File: src/rtl/mem_arbiter_if.sv
// Bundle of the two requester handshakes and the shared memory port.
// The slave view belongs to the arbiter; the master view to whatever drives it.
interface mem_arbiter_if #(
  parameter int AW = 20
);
  logic          i_if_req;
  logic [AW-1:0] i_if_addr;
  logic          o_if_ready;
  logic [31:0]   o_if_rdata;

  logic          i_dm_req;
  logic          i_dm_we;
  logic [AW-1:0] i_dm_addr;
  logic [31:0]   i_dm_wdata;
  logic [3:0]    i_dm_be;
  logic          o_dm_ready;
  logic [31:0]   o_dm_rdata;

  logic          o_mem_req;
  logic          o_mem_we;
  logic [AW-1:0] o_mem_addr;
  logic [31:0]   o_mem_wdata;
  logic [3:0]    o_mem_be;
  logic          i_mem_ack;
  logic [31:0]   i_mem_rdata;
  logic          o_owner;

  modport slave (
    input  i_if_req, i_if_addr,
    output o_if_ready, o_if_rdata,
    input  i_dm_req, i_dm_we, i_dm_addr, i_dm_wdata, i_dm_be,
    output o_dm_ready, o_dm_rdata,
    output o_mem_req, o_mem_we, o_mem_addr, o_mem_wdata, o_mem_be, o_owner,
    input  i_mem_ack, i_mem_rdata
  );

  modport master (
    output i_if_req, i_if_addr,
    input  o_if_ready, o_if_rdata,
    output i_dm_req, i_dm_we, i_dm_addr, i_dm_wdata, i_dm_be,
    input  o_dm_ready, o_dm_rdata,
    input  o_mem_req, o_mem_we, o_mem_addr, o_mem_wdata, o_mem_be, o_owner,
    output i_mem_ack, i_mem_rdata
  );
endinterface

File: src/rtl/mem_arbiter.sv
// Shares one memory port between instruction fetch and data access.
// Data has fixed priority; a streak counter lets a waiting fetch through after MAX_DM_STREAK data grants.
module mem_arbiter #(
  parameter int AW            = 20,
  parameter int MAX_DM_STREAK = 4
) (
  input  logic         i_clk,
  input  logic         i_rst,
  mem_arbiter_if.slave bus
);
  localparam int            SW         = $clog2(MAX_DM_STREAK + 1);
  localparam logic [SW-1:0] STREAK_MAX = SW'(MAX_DM_STREAK);

  typedef enum logic [1:0] {
    IDLE    = 2'd0,
    BUSY_IF = 2'd1,
    BUSY_DM = 2'd2
  } state_e;

  state_e        state_q, state_d;
  logic          mem_req_q, mem_req_d;
  logic          mem_we_q, mem_we_d;
  logic [AW-1:0] mem_addr_q, mem_addr_d;
  logic [31:0]   mem_wdata_q, mem_wdata_d;
  logic [3:0]    mem_be_q, mem_be_d;
  logic          owner_q, owner_d;
  logic          if_ready_q, if_ready_d;
  logic          dm_ready_q, dm_ready_d;
  logic [31:0]   if_rdata_q, if_rdata_d;
  logic [31:0]   dm_rdata_q, dm_rdata_d;
  logic [SW-1:0] dm_streak_q, dm_streak_d;

  // A requester is ignored in its own ready cycle, when its req is still the stale one.
  logic if_elig_s, dm_elig_s;
  assign if_elig_s = bus.i_if_req & ~if_ready_q;
  assign dm_elig_s = bus.i_dm_req & ~dm_ready_q;

  // State and output registers with synchronous reset.
  always_ff @(posedge i_clk) begin
    if (i_rst) begin
      state_q     <= IDLE;
      mem_req_q   <= 1'b0;
      mem_we_q    <= 1'b0;
      mem_addr_q  <= {AW{1'b0}};
      mem_wdata_q <= 32'h0000_0000;
      mem_be_q    <= 4'h0;
      owner_q     <= 1'b0;
      if_ready_q  <= 1'b0;
      dm_ready_q  <= 1'b0;
      if_rdata_q  <= 32'h0000_0000;
      dm_rdata_q  <= 32'h0000_0000;
      dm_streak_q <= {SW{1'b0}};
    end else begin
      state_q     <= state_d;
      mem_req_q   <= mem_req_d;
      mem_we_q    <= mem_we_d;
      mem_addr_q  <= mem_addr_d;
      mem_wdata_q <= mem_wdata_d;
      mem_be_q    <= mem_be_d;
      owner_q     <= owner_d;
      if_ready_q  <= if_ready_d;
      dm_ready_q  <= dm_ready_d;
      if_rdata_q  <= if_rdata_d;
      dm_rdata_q  <= dm_rdata_d;
      dm_streak_q <= dm_streak_d;
    end
  end

  // Arbitration, grant latching and completion handling.
  always_comb begin
    state_d     = state_q;
    mem_req_d   = mem_req_q;
    mem_we_d    = mem_we_q;
    mem_addr_d  = mem_addr_q;
    mem_wdata_d = mem_wdata_q;
    mem_be_d    = mem_be_q;
    owner_d     = owner_q;
    if_ready_d  = 1'b0;
    dm_ready_d  = 1'b0;
    if_rdata_d  = if_rdata_q;
    dm_rdata_d  = dm_rdata_q;
    dm_streak_d = dm_streak_q;

    case (state_q)
      IDLE: begin
        if (dm_elig_s && (!if_elig_s || (dm_streak_q < STREAK_MAX))) begin
          state_d     = BUSY_DM;
          mem_req_d   = 1'b1;
          owner_d     = 1'b1;
          mem_we_d    = bus.i_dm_we;
          mem_addr_d  = bus.i_dm_addr;
          mem_wdata_d = bus.i_dm_wdata;
          mem_be_d    = bus.i_dm_be;
          // The raw req is used here, so a stale fetch req still counts as waiting.
          if (bus.i_if_req) begin
            if (dm_streak_q < STREAK_MAX) begin
              dm_streak_d = dm_streak_q + SW'(1);
            end else begin
              dm_streak_d = dm_streak_q;
            end
          end else begin
            dm_streak_d = {SW{1'b0}};
          end
        end else if (if_elig_s) begin
          state_d     = BUSY_IF;
          mem_req_d   = 1'b1;
          owner_d     = 1'b0;
          mem_we_d    = 1'b0;
          mem_addr_d  = bus.i_if_addr;
          mem_wdata_d = 32'h0000_0000;
          mem_be_d    = 4'hF;
          dm_streak_d = {SW{1'b0}};
        end else begin
          state_d = IDLE;
        end
      end
      BUSY_IF: begin
        if (bus.i_mem_ack) begin
          state_d    = IDLE;
          mem_req_d  = 1'b0;
          if_ready_d = 1'b1;
          if_rdata_d = bus.i_mem_rdata;
        end else begin
          state_d = BUSY_IF;
        end
      end
      BUSY_DM: begin
        if (bus.i_mem_ack) begin
          state_d    = IDLE;
          mem_req_d  = 1'b0;
          dm_ready_d = 1'b1;
          if (!mem_we_q) begin
            dm_rdata_d = bus.i_mem_rdata;
          end else begin
            dm_rdata_d = dm_rdata_q;
          end
        end else begin
          state_d = BUSY_DM;
        end
      end
      default: begin
        state_d   = IDLE;
        mem_req_d = 1'b0;
      end
    endcase
  end

  assign bus.o_mem_req   = mem_req_q;
  assign bus.o_mem_we    = mem_we_q;
  assign bus.o_mem_addr  = mem_addr_q;
  assign bus.o_mem_wdata = mem_wdata_q;
  assign bus.o_mem_be    = mem_be_q;
  assign bus.o_owner     = owner_q;
  assign bus.o_if_ready  = if_ready_q;
  assign bus.o_dm_ready  = dm_ready_q;
  assign bus.o_if_rdata  = if_rdata_q;
  assign bus.o_dm_rdata  = dm_rdata_q;
endmodule

File: src/flat_wrapper.sv
// flat-port wrapper written by rule: the top's interface ports become plain ports
module mem_arbiter_flat 
#(
  parameter int AW            = 20,
  parameter int MAX_DM_STREAK = 4
)
  (i_clk, i_rst, bus_i_if_req, bus_i_if_addr, bus_o_if_ready, bus_o_if_rdata, bus_i_dm_req, bus_i_dm_we, bus_i_dm_addr, bus_i_dm_wdata, bus_i_dm_be, bus_o_dm_ready, bus_o_dm_rdata, bus_o_mem_req, bus_o_mem_we, bus_o_mem_addr, bus_o_mem_wdata, bus_o_mem_be, bus_o_owner, bus_i_mem_ack, bus_i_mem_rdata);
  mem_arbiter_if #(.AW(AW)) bus_i ();
  input  logic i_clk;
  input  logic i_rst;
  input wire logic [$bits(bus_i.i_if_req)-1:0] bus_i_if_req;
  input wire logic [$bits(bus_i.i_if_addr)-1:0] bus_i_if_addr;
  output wire logic [$bits(bus_i.o_if_ready)-1:0] bus_o_if_ready;
  output wire logic [$bits(bus_i.o_if_rdata)-1:0] bus_o_if_rdata;
  input wire logic [$bits(bus_i.i_dm_req)-1:0] bus_i_dm_req;
  input wire logic [$bits(bus_i.i_dm_we)-1:0] bus_i_dm_we;
  input wire logic [$bits(bus_i.i_dm_addr)-1:0] bus_i_dm_addr;
  input wire logic [$bits(bus_i.i_dm_wdata)-1:0] bus_i_dm_wdata;
  input wire logic [$bits(bus_i.i_dm_be)-1:0] bus_i_dm_be;
  output wire logic [$bits(bus_i.o_dm_ready)-1:0] bus_o_dm_ready;
  output wire logic [$bits(bus_i.o_dm_rdata)-1:0] bus_o_dm_rdata;
  output wire logic [$bits(bus_i.o_mem_req)-1:0] bus_o_mem_req;
  output wire logic [$bits(bus_i.o_mem_we)-1:0] bus_o_mem_we;
  output wire logic [$bits(bus_i.o_mem_addr)-1:0] bus_o_mem_addr;
  output wire logic [$bits(bus_i.o_mem_wdata)-1:0] bus_o_mem_wdata;
  output wire logic [$bits(bus_i.o_mem_be)-1:0] bus_o_mem_be;
  output wire logic [$bits(bus_i.o_owner)-1:0] bus_o_owner;
  input wire logic [$bits(bus_i.i_mem_ack)-1:0] bus_i_mem_ack;
  input wire logic [$bits(bus_i.i_mem_rdata)-1:0] bus_i_mem_rdata;
  assign bus_i.i_if_req = bus_i_if_req;
  assign bus_i.i_if_addr = bus_i_if_addr;
  assign bus_o_if_ready = bus_i.o_if_ready;
  assign bus_o_if_rdata = bus_i.o_if_rdata;
  assign bus_i.i_dm_req = bus_i_dm_req;
  assign bus_i.i_dm_we = bus_i_dm_we;
  assign bus_i.i_dm_addr = bus_i_dm_addr;
  assign bus_i.i_dm_wdata = bus_i_dm_wdata;
  assign bus_i.i_dm_be = bus_i_dm_be;
  assign bus_o_dm_ready = bus_i.o_dm_ready;
  assign bus_o_dm_rdata = bus_i.o_dm_rdata;
  assign bus_o_mem_req = bus_i.o_mem_req;
  assign bus_o_mem_we = bus_i.o_mem_we;
  assign bus_o_mem_addr = bus_i.o_mem_addr;
  assign bus_o_mem_wdata = bus_i.o_mem_wdata;
  assign bus_o_mem_be = bus_i.o_mem_be;
  assign bus_o_owner = bus_i.o_owner;
  assign bus_i.i_mem_ack = bus_i_mem_ack;
  assign bus_i.i_mem_rdata = bus_i_mem_rdata;
  mem_arbiter #(.AW(AW), .MAX_DM_STREAK(MAX_DM_STREAK)) u_core (.i_clk(i_clk), .i_rst(i_rst), .bus(bus_i));
endmodule
File: config.mk
export PLATFORM = sky130hd
export DESIGN_NAME = mem_arbiter_flat
export DESIGN_NICKNAME = d
export VERILOG_FILES = /design/src/rtl/mem_arbiter_if.sv /design/src/rtl/mem_arbiter.sv /design/src/flat_wrapper.sv
export SDC_FILE = /design/constraint.sdc
export NUM_CORES = 1
export LEC_CHECK = 0
export CAP_MARGIN = 20
export CORE_AREA = 2 2 88 132
export CTS_BUF_LIST = sky130_fd_sc_hd__clkbuf_4
export DETAILED_ROUTE_END_ITERATION = 10
export DIE_AREA = 0 0 90 134
export PLACE_DENSITY_LB_ADDON = 0.3
export SYNTH_ARGS = -nofsm -noshare
export SYNTH_HDL_FRONTEND = slang
export SYNTH_SLANG_ARGS = --single-unit
File: constraint.sdc
create_clock -name i_clk -period 4.32 [get_ports i_clk]
set_input_delay 0.432 -clock i_clk [delete_from_list [all_inputs] [get_ports i_clk]]
set_output_delay 0.432 -clock i_clk [all_outputs]
set_load 0.05 [all_outputs]
-- Word level (Yosys, flattened, before mapping)
Index checks and enable logic that the tools add are counted.
- bits of input ports: 114
- logic and storage cells: 62
- output and inout bits: 125
- bits in registers: 130
- multiplexer cells: 23
- bitwise operators: 7
- $add $sub $neg: 1
- equality and inequality tests: 5
- reductions and logical operators: 13
- $lt $le $gt $ge: 1
- operators by type and width (cell ; number):
    $mux 32 ; 2
    $mux 20 ; 2
    $mux 3 ; 4
    $mux 1 ; 9
    $mux 4 ; 2
    $pmux 2 s3 ; 1
    $reduce_and 2->1 ; 3
    $reduce_and 3->1 ; 2
    $reduce_or 2->1 ; 3
    $not 1->1 ; 5
    $mux 2 ; 2
    $add 3x1->3 const B ; 1
    $lt 3x3->1 const B ; 1
    $ne 3x1->1 const B ; 1
    $ne 3x2->1 const B ; 1
    $and 1x1->1 ; 2
    $eq 2x1->1 const B ; 1
    $eq 2x2->1 const B ; 1
    $logic_not 2->1 ; 1
    $ne 2x1->1 const B ; 1
    $pmux 1 s2 ; 1
    $reduce_bool 2->1 ; 1
    $logic_and 1x1->1 ; 1
    $logic_not 1->1 ; 1
    $logic_or 1x1->1 ; 1

-- Depth between registers and ports, before layout
Gate-level depths: netlist of the first run.
- word-level depth: 7
- gate-level depth with buffers: 8

-- Worst setup path before layout of the first run
Ideal clock, no wire load.
- path type: register to register
- start: register u_core.dm_ready_q, in the netlist u_core.bus.o_dm_ready
- end: register u_core.mem_wdata_q[10], in the netlist u_core.bus.o_mem_wdata[10]
- period minus slack after synthesis: 1714 ps
- stages on the path, launching flop included: 7
- setup slack: 2606 ps
- buffers on the path: 2
- library setup time: 128 ps
- data arrival time: 1587 ps
- path through: dfxtp_1 -> and2b_4 -> and3_1 -> buf_4 -> buf_2 -> a22oi_1 -> nor2_1
- word-level cells in the longest chain between the ends: 5
- elaborated cells on any way between the ends: 6
- classes of those cells: 1 x mux; 2 x bitwise; 3 x reduce/logical
- RTL lines (what ; line ; text):
    from (decl) ; mem_arbiter.sv:28 ; logic dm_ready_q, dm_ready_d;
    from (signal assigned) ; mem_arbiter.sv:62 ; dm_ready_q <= dm_ready_d;
    $not 1->1 (*) ; mem_arbiter.sv:36 ; assign dm_elig_s = bus.i_dm_req & ~dm_ready_q;
    $and 1x1->1 (*) ; mem_arbiter.sv:36 ;
    $logic_and 1x1->1 (*) ; mem_arbiter.sv:86 ; if (dm_elig_s && (!if_elig_s || (dm_streak_q < STREAK_MAX))) begin
    $reduce_bool 2->1 (no line) ; -- ;
    $reduce_and 2->1 (no line) ; -- ;
    to (signal assigned) ; mem_arbiter.sv:58 ; mem_wdata_q <= mem_wdata_d;
    to (decl) ; mem_arbiter.sv:24 ; logic [31:0] mem_wdata_q, mem_wdata_d;
Mark *: on every way between the ends. The rest lies on a longest branch, timed or not.
A chain may end at the register's enable or synchronous reset.

-- Final worst setup path of the first run
- start: register u_core.mem_we_q, in the netlist u_core.bus.o_mem_we
- end: output port bus_o_mem_we
- RTL lines (what ; line ; text):
    from (decl) ; mem_arbiter.sv:22 ; logic mem_we_q, mem_we_d;
    from (signal assigned) ; mem_arbiter.sv:56 ; mem_we_q <= mem_we_d;
    to (decl) ; flat_wrapper.sv:23 ; output wire logic [$bits(bus_i.o_mem_we)-1:0] bus_o_mem_we;
No word-level cell between the ends.

==> flow_summary.toml, run 1 <==
[critical_path]
crit_fanout = 4
cp.required_ps = 3890
crit_buf_inv = 1
critPathArrivalTime_ps = 1750
cpPeakStageDelay_ps = 850
critPathLaunchType = "register"
cp_cell_sequence = "clkdlybuf4s50_1"
end_kind = "primary output"
critical-path-top-delay-family = "buffers and inverters"
worstSetupPathType = "register to primary output"
crit_slowest_cell = "clkdlybuf4s50_1"

[power_and_ir_drop]
combPwrFrac_pct = 25.7
p_leak_nw = 2.677
power_frac_seq_pct = 46.7
peakVddDrop_mv = 0.2673
finalPower_mw = 2.809
netSwitchingFraction_pct = 32.85
p_clk_share_pct = 27.7
powerDensity_nw_per_um2 = 377.7
switching_power_mw = 0.9226
internal_power_mw = 1.886

[placed_design]
place_inst = 914
dp_hpwl_um = 10470
port_buffers = 238
placed_area_sq_um = 7136
preCtsSetupSlack_ps = 1746
gp_congestion = 0.8055

[layout]
final_area_sq_um = 7437
nFillCells = 877
antenna_cells = 0
area.growth.synth_to_final_pct = 57.33
regArea_sq_um = 2603
multi_input_area_sq_um = 1881
drive_above_1_share_pct = 5.368
final_util_pct = 67.99
instances_no_fill = 948
num-nets-final = 907

[floorplanning]
core-area_sq_um = 10940
die_w_um = 90
pin_count = 239
dieArea_sq_um = 12060
floorplan.rows = 47
initial_core_util_pct = 43.22
die_y_um = 134

[logic_synthesis]
synth_top_family_by_area = "compound AO/OA/AOI/OAI gates"
synthMuxAreaShare_pct = 0
synthCells = 569
synthSimpleGateAreaFrac_pct = 17.18
syn_nets = 688
yosys_warnings = 0
synthAdderAreaFrac_pct = 1.323
synthXorXnorAreaFrac_pct = 0
synth.avg_cell_area_sq_um = 8.308
synth_area_sq_um = 4727
synth.distinct_cells = 31
synth_compound_area_share_pct = 21.23
ys_seq_elements = 130
ys_seq_area_share_pct = 55.06

[sta]
min_period_over_period_pct = 50.57
min_period_ps = 2185
finClkSkew_ps = 14.55
tns_ps = 0
hold_violations = 0
timing.fmax_mhz = 457.7
slew_headroom_pct = 26.60
maxSlewViolCount = 0
finalSetupViolCount = 0
finalWorstSetupSlack_ps = 2135
whs_ps = 458.6
tightest_slew_ps = 1101
rsz0062_at_grt = "false"

[grt]
grt_pass1_wl_um = 22710
antenna_found_initial = 0
gr-usage-met2_pct = 43.19
grt_pass1_vias = 4734
grt_overflow = 0
grt-busiest-layer = "met2"
grt_usage_pct = 23.29
grt_use_met1_pct = 23.33
grt_max_degree = 109
grtUsageMet3_pct = 8.820

[route]
avgRoutedWirePerCell_um = 15.20
wirelength_um = 14410
drt_pre_antenna_iters = 5
drtAntennaViolNets = 0
via_per_inst = 5.058
vias = 4795
drt-initial-drc-count = 224
drc = 0

[run]
maxCapViolCount = 0

[clock_tree]
htreeDepth = 4
cts.sinks = 130
post_cts_resized = 0
clockRootBuffer = "clkbuf_4"
hold_buffers = 0
cts_tree = "done"
clk_pin_slew_ps = 100
clk_latency_ps = 510
post_cts_buffers = 0
clockBufferDepth = 2
cts_inserted_buffers = 17

[min_path]
hold_path.class = "register to register"

[status]
status = "completed"
## flip-flops by register name, summed over array words and instances (netlist names)
name,count
u_core.bus.o_mem_req,1
u_core.bus.o_if_rdata,32
u_core.bus.o_mem_we,1
u_core.bus.o_dm_ready,1
u_core.bus.o_dm_rdata,32
u_core.bus.o_mem_wdata,32
u_core.bus.o_owner,1
u_core.dm_streak_q,3
u_core.state_q,2
u_core.bus.o_mem_be,4
u_core.bus.o_mem_addr,20
u_core.bus.o_if_ready,1
## worst register-to-register path: stages, from the launching register on
cell     delay (ps)
dfxtp_1         340
inv_1            80
ha_1            360
and3_1          630
buf_8           260
a22oi_1         120
nor2_1          100
## path summary, 6_finish.rpt
check | cells after the start | from | slack, ps | end
worst max-delay path | 1 | u_core.bus.o_mem_we$_SDFFE_PP0P_ | 2140 | bus_o_mem_we
worst min-delay path | 2 | u_core.bus.o_dm_rdata[30]$_SDFFE_PP0P_ | 460 | u_core.bus.o_dm_rdata[30]$_SDFFE_PP0P_
worst max register to register | 6 | u_core.state_q[0]$_SDFF_PP0_ | 2360 | u_core.bus.o_mem_wdata[14]$_SDFFE_PP0P_
worst min register to register | 2 | u_core.bus.o_dm_rdata[30]$_SDFFE_PP0P_ | 460 | u_core.bus.o_dm_rdata[30]$_SDFFE_PP0P_
## kinds of logic after synthesis
family	count (synthesis)
adders and majority gates	5
and+or+nand+nor	208
buffers and inverters	50
DFF	130
AOI/OAI and AO/OA	176
## power groups by stage
stage / logic, mW / registers, mW / clock network, mW
4_1_cts: 0.719 / 1.31 / 0.801
6_report: 0.721 / 1.31 / 0.777
2_1_floorplan: 0.199 / 1.57 / 0
5_1_grt: 0.759 / 1.32 / 0.858
3_5_place_dp: 0.716 / 1.34 / 0
3_3_place_gp: 0.699 / 1.33 / 0
## layout make-up
cell class              instances  share of cell area, %
flip-flops and latches        130                  34.99
repair buffers                245                  33.34
multi-input cells             389                  25.29
well taps                     147                  2.473
clock inverters                15                  1.935
clock buffers                  17                  1.716
inverters                       5                 0.2524
## cells in the mapped netlist
| cell | number | area, sq um |
|---|---|---|
| buf_4 | 3 | 22.52 |
| dfxtp_1 | 130 | 2603 |
| ha_1 | 5 | 62.56 |
| or2_2 | 1 | 6.260 |
| clkbuf_1 | 27 | 101.4 |
| nor2_1 | 46 | 172.7 |
| and2b_4 | 1 | 10.01 |
| a32o_1 | 2 | 20.02 |
| buf_1 | 2 | 7.510 |
| nand3_1 | 1 | 5.000 |
| o21ai_0 | 21 | 105.1 |
| a22oi_1 | 33 | 247.7 |
| o21a_2 | 1 | 8.760 |
| nand2_1 | 151 | 566.8 |
| nor3_1 | 2 | 10.01 |
| buf_2 | 8 | 40.04 |
| o21ai_1 | 1 | 5.000 |
| and3_1 | 1 | 6.260 |
| nand2b_1 | 1 | 6.260 |
| a22o_1 | 1 | 8.760 |
| nor2b_1 | 1 | 6.260 |
| o21ai_4 | 1 | 16.27 |
| o21a_1 | 1 | 7.510 |
| o22ai_1 | 4 | 25.02 |
| a21oi_1 | 110 | 550.5 |
| a32oi_1 | 1 | 8.760 |
| inv_1 | 5 | 18.77 |
| and2_1 | 1 | 6.260 |
| nand4b_1 | 1 | 8.760 |
| nand3b_1 | 1 | 7.510 |
| buf_6 | 5 | 56.30 |
## per-layer routing
| metal | part of all wire, % | wire length, um |
|---|---|---|
| met1 | 36 | 5182 |
| met2 | 53 | 7703 |
| met3 | 8.0 | 1156 |
| met4 | 2.6 | 370 |
| met5 | 0 | 0 |
## cell usage in the layout, fill, tap and decap left out, types with 2 or more instances in the layout
| master | instances |
|---|---|
| a22oi_1 | 33 |
| inv_1 | 5 |
| o21ai_0 | 21 |
| a32o_1 | 2 |
| dfxtp_1 | 130 |
| clkinv_1 | 2 |
| o22ai_1 | 4 |
| clkinv_2 | 4 |
| nor2_1 | 45 |
| nand2_1 | 151 |
| buf_4 | 4 |
| clkinvlp_4 | 4 |
| nor3_1 | 2 |
| clkinv_4 | 3 |
| clkbuf_4 | 17 |
| buf_8 | 2 |
| ha_1 | 5 |
| a21oi_1 | 110 |
| clkdlybuf4s50_1 | 237 |
| bufinv_16 | 2 |
No activity file was read; power rests on OpenSTA's default activity.
==> run 2: changes to the inputs <==
--- a/config.mk
+++ b/config.mk
@@ -6,10 +6,10 @@
 export NUM_CORES = 1
 export LEC_CHECK = 0
 export CAP_MARGIN = 20
-export CORE_AREA = 2 2 88 132
+export CORE_AREA = 2 2 96 144
 export CTS_BUF_LIST = sky130_fd_sc_hd__clkbuf_4
 export DETAILED_ROUTE_END_ITERATION = 10
-export DIE_AREA = 0 0 90 134
+export DIE_AREA = 0 0 98 146
 export PLACE_DENSITY_LB_ADDON = 0.3
 export SYNTH_ARGS = -nofsm -noshare
 export SYNTH_HDL_FRONTEND = slang
==> constraint.sdc (replaced) <==
create_clock -name i_clk -period 2 [get_ports i_clk]
set_input_delay 0.2 -clock i_clk [delete_from_list [all_inputs] [get_ports i_clk]]
set_output_delay 0.2 -clock i_clk [all_outputs]
set_load 0.05 [all_outputs]
==> flow_summary.toml, run 2 (synthesis gave the netlist of run 1 again) <==
[critical_path]
cp.required_ps = 1800
reg2reg_slack_ps = 330
r2r_cells = 6
cp_cell_sequence = "clkdlybuf4s50_1"
r2r_end = "u_core.bus.o_dm_rdata[24]$_SDFFE_PP0P_"
crit_slowest_cell = "clkdlybuf4s50_1"
worstSetupPathType = "register to primary output"
r2r_start = "u_core.state_q[0]$_SDFF_PP0_"
crit_buf_inv = 1
crit_start = "u_core.bus.o_dm_rdata[9]$_SDFFE_PP0P_"
cpPeakStageDelay_ps = 850
critPathArrivalTime_ps = 1690
end_kind = "primary output"
crit_fanout = 2
critPathLaunchType = "register"
critical-path-top-delay-family = "buffers and inverters"

[placed_design]
port_buffers = 238
place_inst = 933
preCtsSetupSlack_ps = 148.8
dp_hpwl_um = 10910
gp_congestion = 0.8247

[power_and_ir_drop]
finalPower_mw = 6.234
p_leak_nw = 2.711
peakVddDrop_mv = 0.5133
powerDensity_nw_per_um2 = 829.5

[route]
drtAntennaViolNets = 0
drt-initial-drc-count = 176
vias = 4806
wirelength_um = 15030
avgRoutedWirePerCell_um = 15.58
via_per_inst = 4.980
drt_pre_antenna_iters = 4
drc = 0

[grt]
antenna_found_initial = 1
grt-busiest-layer = "met2"
grt_overflow = 0
grt_pass1_vias = 4881
grtUsageMet3_pct = 7.157
grt_pass1_wl_um = 24140
grt_max_degree = 79
grt_usage_pct = 20.51
gr-usage-met2_pct = 38.01
grt_use_met1_pct = 20.93

[layout]
layout_common_cells = "clkdlybuf4s50_1 (237), nand2_1 (151), dfxtp_1 (130)"
area.growth.synth_to_final_pct = 58.97
final_common_cell = "clkdlybuf4s50_1"
regArea_sq_um = 2603
drive_above_1_share_pct = 5.839
num-nets-final = 912
instances_no_fill = 965
nFillCells = 1186
multi_input_area_sq_um = 1881

[clock_tree]
post_cts_resized = 0
cts_inserted_buffers = 17
clk_latency_ps = 490
htreeDepth = 4
clk_pin_slew_ps = 120
clockRootBuffer = "clkbuf_4"
cts.sinks = 130
post_cts_buffers = 0
hold_buffers = 0
clockBufferDepth = 2
cts_tree = "done"

[sta]
timing.fmax_mhz = 530.3
rsz0062_at_grt = "false"
hold_violations = 0
finClkSkew_ps = 21.35
min_period_over_period_pct = 94.28
maxSlewViolCount = 0
tns_ps = 0
finalWorstSetupSlack_ps = 114.4
finalSetupViolCount = 0
slew_headroom_pct = 59.22
min_period_ps = 1886
tightest_slew_ps = 611.8

[min_path]
whs_endpoint = "u_core.bus.o_mem_wdata[30]$_SDFFE_PP0P_"
worstHoldStart = "i_rst"
hold_depth = 2
hold_path.class = "input pin to register"

[floorplanning]
initial_core_util_pct = 36.49
pin_count = 239
floorplan.rows = 51
die_y_um = 146
die_w_um = 98
dieArea_sq_um = 14310
core-area_sq_um = 12950

[run]
maxCapViolCount = 0

[status]
status = "completed"
## run 2: layout make-up
cell class                      instances  area share, %
Timing Repair Buffer                  250          33.53
Antenna cell                            1        0.03330
Clock inverter                         14          2.181
Sequential cell                       130          34.63
Multi-Input combinational cell        389          25.02
Clock buffer                           17          1.698
Inverter                                5         0.2498
Tap cell                              159          2.647
## run 2: report_power, final
part | internal (mW) | leakage (nW) | switching [mW]
logic | 0.614 | 1.50 | 0.966
clock network | 0.856 | 0.145 | 0.974
registers | 2.74 | 1.06 | 0.0805
## run 2: how the worst max path moves through the flow
| stage | endpoint | slack [ps] | cells after the start |
|---|---|---|---|
| 4_1_cts | bus_o_dm_rdata[26] | 40 | 1 |
| 2_1_floorplan | u_core.bus.o_mem_wdata[20]$_SDFFE_PP0P_ | 290 | 6 |
| 6_report | bus_o_dm_rdata[9] | 110 | 1 |
| 5_1_grt | bus_o_dm_rdata[28] | 4 | 1 |
| 3_5_place_dp | u_core.bus.o_mem_addr[2]$_SDFFE_PP0P_ | 150 | 6 |
| 3_3_place_gp | u_core.bus.o_mem_addr[7]$_SDFFE_PP0P_ | 240 | 6 |
## run 2: through the flow
| stage | hold WS, ps | area, sq um | utilization (%) |
|---|---|---|---|
| final | 100.9 | 7515 | 58.01 |
| after global routing | 39.91 | 7515 | 58.01 |
| after CTS | 41.62 | 7512 | 57.99 |
| after detailed placement | 447.4 | 7221 | 55.74 |
| after global placement | 441.8 | 7221 | 55.74 |
| after floorplan | 334.1 | 4727 | - |
## run 2: metal layers
layer	vias up	routed length, um
met5	-	0
met1	2218	5419
met4	0	318
li1	2359	-
met2	206	8043
met3	23	1249
